**src/rtl/sensor_conditioner.sv**
```systemverilog
// rtl/sensor_conditioner.sv - synchronise/debounce door, window, fire sensors and stability-filter the temperature bus
// Optional feature macro: FIRE_FAST_EN (undebounced SFA rising edge).
module sensor_conditioner #(
  parameter int DEBOUNCE_CYCLES = 4,
  parameter int SAMPLE_DIV      = 8,
  parameter int TEMP_STABLE     = 3
) (
  input  logic       Clk,
  input  logic       Rst,
  input  logic       SFD_raw,
  input  logic       SRD_raw,
  input  logic       SW_raw,
  input  logic       SFA_raw,
  input  logic [6:0] ST_raw,
  output logic       SFD,
  output logic       SRD,
  output logic       SW,
  output logic       SFA,
  output logic [6:0] ST,
  output logic       temp_valid,
  output logic       evt
);

  localparam int CW = $clog2(DEBOUNCE_CYCLES + 1);
  localparam int PW = $clog2(SAMPLE_DIV);
  localparam int RW = $clog2(TEMP_STABLE + 1);
  localparam logic [CW-1:0] CNT_LAST = CW'(DEBOUNCE_CYCLES - 1);
  localparam logic [PW-1:0] PRE_LAST = PW'(SAMPLE_DIV - 1);
  localparam logic [RW-1:0] RUN_MAX  = RW'(TEMP_STABLE);

  // Sensor vector order: {SFA, SW, SRD, SFD}
  logic [3:0]    raw;
  logic [3:0]    sync1;
  logic [3:0]    sync2;
  logic [3:0]    clean;
  logic [3:0]    clean_nxt;
  logic [CW-1:0] cnt     [4];
  logic [CW-1:0] cnt_nxt [4];

  logic [6:0]    st_s1;
  logic [6:0]    st_s2;
  logic [6:0]    last;
  logic [6:0]    last_nxt;
  logic [6:0]    st_q;
  logic [6:0]    st_nxt;
  logic [PW-1:0] pre;
  logic [RW-1:0] run;
  logic [RW-1:0] run_nxt;
  logic          tick;
  logic          valid_q;
  logic          valid_nxt;
  logic          evt_q;
  logic          evt_nxt;

  assign raw = {SFA_raw, SW_raw, SRD_raw, SFD_raw};
  assign {SFA, SW, SRD, SFD} = clean;
  assign ST         = st_q;
  assign temp_valid = valid_q;
  assign evt        = evt_q;

  always_comb begin
    for (int i = 0; i < 4; i++) begin
      clean_nxt[i] = clean[i];
      cnt_nxt[i]   = '0;
      if (sync2[i] != clean[i]) begin
        if (cnt[i] == CNT_LAST) begin
          clean_nxt[i] = ~clean[i];
        end else begin
          cnt_nxt[i] = cnt[i] + CW'(1);
        end
      end
    end
`ifdef FIRE_FAST_EN
    // Alarm rise is taken as the second sync flop loads, skipping the debounce window.
    if (!clean[3] && sync1[3]) begin
      clean_nxt[3] = 1'b1;
      cnt_nxt[3]   = '0;
    end
`endif
  end

  always_comb begin
    tick      = (pre == PRE_LAST);
    last_nxt  = last;
    run_nxt   = run;
    st_nxt    = st_q;
    valid_nxt = valid_q;
    if (tick) begin
      if (run == '0 || st_s2 != last) begin
        last_nxt = st_s2;
        run_nxt  = RW'(1);
      end else if (run != RUN_MAX) begin
        run_nxt = run + RW'(1);
      end
      if (run_nxt == RUN_MAX) begin
        st_nxt    = st_s2;
        valid_nxt = 1'b1;
      end
    end
    // temp_valid alone never raises evt; only visible value changes do.
    evt_nxt = (clean_nxt != clean) || (st_nxt != st_q);
  end

  always_ff @(posedge Clk) begin
    if (Rst) begin
      sync1   <= '0;
      sync2   <= '0;
      clean   <= '0;
      for (int i = 0; i < 4; i++) begin
        cnt[i] <= '0;
      end
      st_s1   <= '0;
      st_s2   <= '0;
      pre     <= '0;
      run     <= '0;
      last    <= '0;
      st_q    <= '0;
      valid_q <= 1'b0;
      evt_q   <= 1'b0;
    end else begin
      sync1   <= raw;
      sync2   <= sync1;
      clean   <= clean_nxt;
      for (int i = 0; i < 4; i++) begin
        cnt[i] <= cnt_nxt[i];
      end
      st_s1   <= ST_raw;
      st_s2   <= st_s1;
      pre     <= tick ? '0 : pre + PW'(1);
      run     <= run_nxt;
      last    <= last_nxt;
      st_q    <= st_nxt;
      valid_q <= valid_nxt;
      evt_q   <= evt_nxt;
    end
  end

endmodule
```
**config.mk**
```make
export PLATFORM = sky130hd
export DESIGN_NAME = sensor_conditioner
export DESIGN_NICKNAME = d
export VERILOG_FILES = /design/src/rtl/sensor_conditioner.sv
export SDC_FILE = /design/constraint.sdc
export NUM_CORES = 1
export LEC_CHECK = 0
export CORE_AREA = 2 2 64 66
export CTS_CLUSTER_SIZE = 40
export DETAILED_ROUTE_END_ITERATION = 8
export DIE_AREA = 0 0 66 68
export GPL_ROUTABILITY_DRIVEN = 1
export PLACE_DENSITY = 0.91
export SLEW_MARGIN = 10
export SYNTH_ARGS = -nofsm -noshare
export SYNTH_HDL_FRONTEND = slang
export SYNTH_SLANG_ARGS = --single-unit
```
**constraint.sdc**
```tcl
create_clock -name Clk -period 2.7 [get_ports Clk]
set_clock_uncertainty 0.1 [all_clocks]
set_input_delay 0.675 -clock Clk [delete_from_list [all_inputs] [get_ports Clk]]
set_output_delay 0.675 -clock Clk [all_outputs]
set_load 0.05 [all_outputs]
```
==> qor.txt, run 1 <==
outcome: completed
Netlist Area Pre-Place: 2140 um2
Critical Path RT: 1.92 ns
layout cells sized above 1: 0.0830
Vias/cell: 4.78
Core ar.: 3860 um2
max incr delay on CP: 0.83 ns
FF/Latch Area: 1180 um2
final core utilization: 0.693
Worst Max-Slew Pin Slew: 0.567 ns
crit path DAT: 1.56 ns
f_max: 429 MHz
Setup crit end kind: output pin
Synth Area per Inst: 10.5 um2
initial antenna violation count: 0
Root Buffer Master: clkbuf_8
Hold-fix buffers, CTS: 0
stages on the worst setup path: 1
Skew-Pair Late Insertion Delay: 0.34 ns
first-pass GRT wire length: 5470 um
DP Area: 2450 um2
Die Wd: 66 um
max_cap viols: 0
crit start category: flip-flop
Post-synth EDFFs: 0
RePlAce Congestion: 0.703
layout overhead on the synthesized area: 24.8%
Setup Total Neg Slack: 0 ns
Yosys reg bits: 59
DP HPWL: 2310 um
top_reg_cell synth: dfxtp_1
peak supply drop: 0.769 mV
PortBufs: 25
Initial Utilization: 0.555
vias in the first global route: 1342
CTS tree: yes
clock-pin slew on the worst setup and hold paths: 0.07 ns
worst hold path depth: 1
critical path class: flip-flop to output pin
# H-tree levels: 3
minimum clock period: 2.33 ns
worst path cell trace: clkdlybuf4s50_1
Yosys top cell by area: dfxtp_1
Final setup viols: 0
die height: 68 um
fin nets: 259
commonest non-fill, non-tap cells in the layout: 59 x dfxtp_1, 36 x nor2_1, 25 x clkdlybuf4s50_1
Final Cycle Share: 0.864
fill count: 299
Max Slew Vio Count: 0
placed cells: 275
clk sink count: 59
Layout Cells excl Fill: 291
Max stage delay cell, worst path: clkdlybuf4s50_1
pin count of the biggest net entering global routing: 23
power per standard cell area: 686 nW/um2
Antenna Violating Nets Remaining: 0
CTS buffer count: 9
top post-synthesis cells by area: dfxtp_1 55%, mux2i_1 8.4%, nor2b_1 6.7%, nor2_1 6.3%, ha_1 5.8%
Setup Buffers After CTS: 0
final hold violations: 0
DR DRC count: 0
Slew HR: 0.621
clk buf depth: 2
DR iter-0 viols: 39
diodes inserted: 0
worst-path maximum fanout: 3
final wirelength: 3300 um
Mapped Cells: 203
Multi-input gate area: 888 um2
sequential fraction of the synthesis area: 0.552
P_leak: 1.01 nW
Rows: 23
grt ovf: 0
Synth async-reset ratio: 0
Buf/Inv on CP: 1
Synth top area share: 0.552
syn nets: 226
Hold/Removal Path Class: flip-flop to flip-flop
vias: 1391
drt pass-1 iters: 4
yosys warns: 0
commonest non-fill, non-tap cell in the layout: dfxtp_1
cts repair resizes: 0
WL per Instance: 11.3 um
RSZ-0062 raised after global routing: no
Die ar.: 4490 um2
distinct cell type count after synthesis: 23
I/O pin count: 26
Crit path max-delay family: buffers and inverters
GRT Util Overall: 0.170
cells on worst reg2reg path: 7
final instance area: 2670 um2
-- cell type report --
type | instances | share of cell area
Sequential cell | 59 | 0.442
Multi-Input combinational cell | 125 | 0.333
Timing Repair Buffer | 28 | 0.102
Clock buffer | 10 | 0.0478
Clock inverter | 6 | 0.0337
Tap cell | 50 | 0.0234
Inverter | 13 | 0.0183
-- state kept, by name, indices dropped and copies added (netlist names) --
name and cells:
last 7, run 2, pre 3, st_s1 7, cnt 12, sync1 4, temp_valid 1, ST 7
sync2 4, clean 4, evt 1, st_s2 7
-- power breakdown --
part | leakage, nW | switching [mW] | total [mW] | internal [mW]
clock network | 0.106 | 0.341 | 0.861 | 0.520
logic | 0.423 | 0.0281 | 0.0671 | 0.0390
registers | 0.481 | 0.0115 | 0.903 | 0.892
total | 1.01 | 0.380 | 1.83 | 1.45
-- metrics by stage --
step                      hold WS [ns]  setup WS (ns)  power [mW]
after floorplan                  0.299          0.939       0.962
after global placement           0.307          0.700       0.987
after detailed placement         0.313          0.674       0.990
after global routing             0.348          0.331        1.90
after CTS                        0.323          0.346        1.85
final                            0.317          0.368        1.83
-- routing by layer --
layer	share of wire	global-route usage	wire, um
met1	0.43	0.183	1420
met2	0.49	0.274	1600
met3	0.055	0.0839	183
met4	0.026	0.0969	86
met5	0	0	0
-- path summary, 6_finish.rpt --
kind / from / slack (ns) / endpoint
max: clean[3]$_SDFF_PP0_ / 0.37 / SFA
min: cnt[1][0]$_SDFF_PP0_ / 0.32 / cnt[1][0]$_SDFF_PP0_
max reg2reg: pre[0]$_SDFF_PP0_ / 0.70 / ST[6]$_SDFF_PP0_
min reg2reg: cnt[1][0]$_SDFF_PP0_ / 0.32 / cnt[1][0]$_SDFF_PP0_
-- logic make-up (layout without fill, tap and decap cells) --
logic type                 after synthesis  after routing  share of synthesized area
AOI/OAI and AO/OA                        8              8                     0.0240
muxes                                   18             18                     0.0842
xor gates and xnor gates                18             18                     0.0736
and+or+nand+nor                         71             71                      0.175
adders and majority gates               10             10                     0.0584
buffers and inverters                   19             57                     0.0333
DFF                                     59             59                      0.552
-- cells in the mapped netlist (2+ instances only) --
cell and instances:
nor2b_1 23, xor2_1 4, o22ai_1 2, or3_1 4, nor2_1 36, xnor2_1 14
dfxtp_1 59, ha_1 10, o21ai_0 2, a211oi_1 2, mux2i_1 18, nor3b_1 2
inv_1 13, clkbuf_1 5
No activity file was read; power rests on OpenSTA's default activity.
==> run 2, diff against run 1 <==
- ABC_CLOCK_PERIOD_IN_PS: default -> 2700
==> results of run 2 <==
No change in the layout: final DEF, timing and power equal those of run 1.
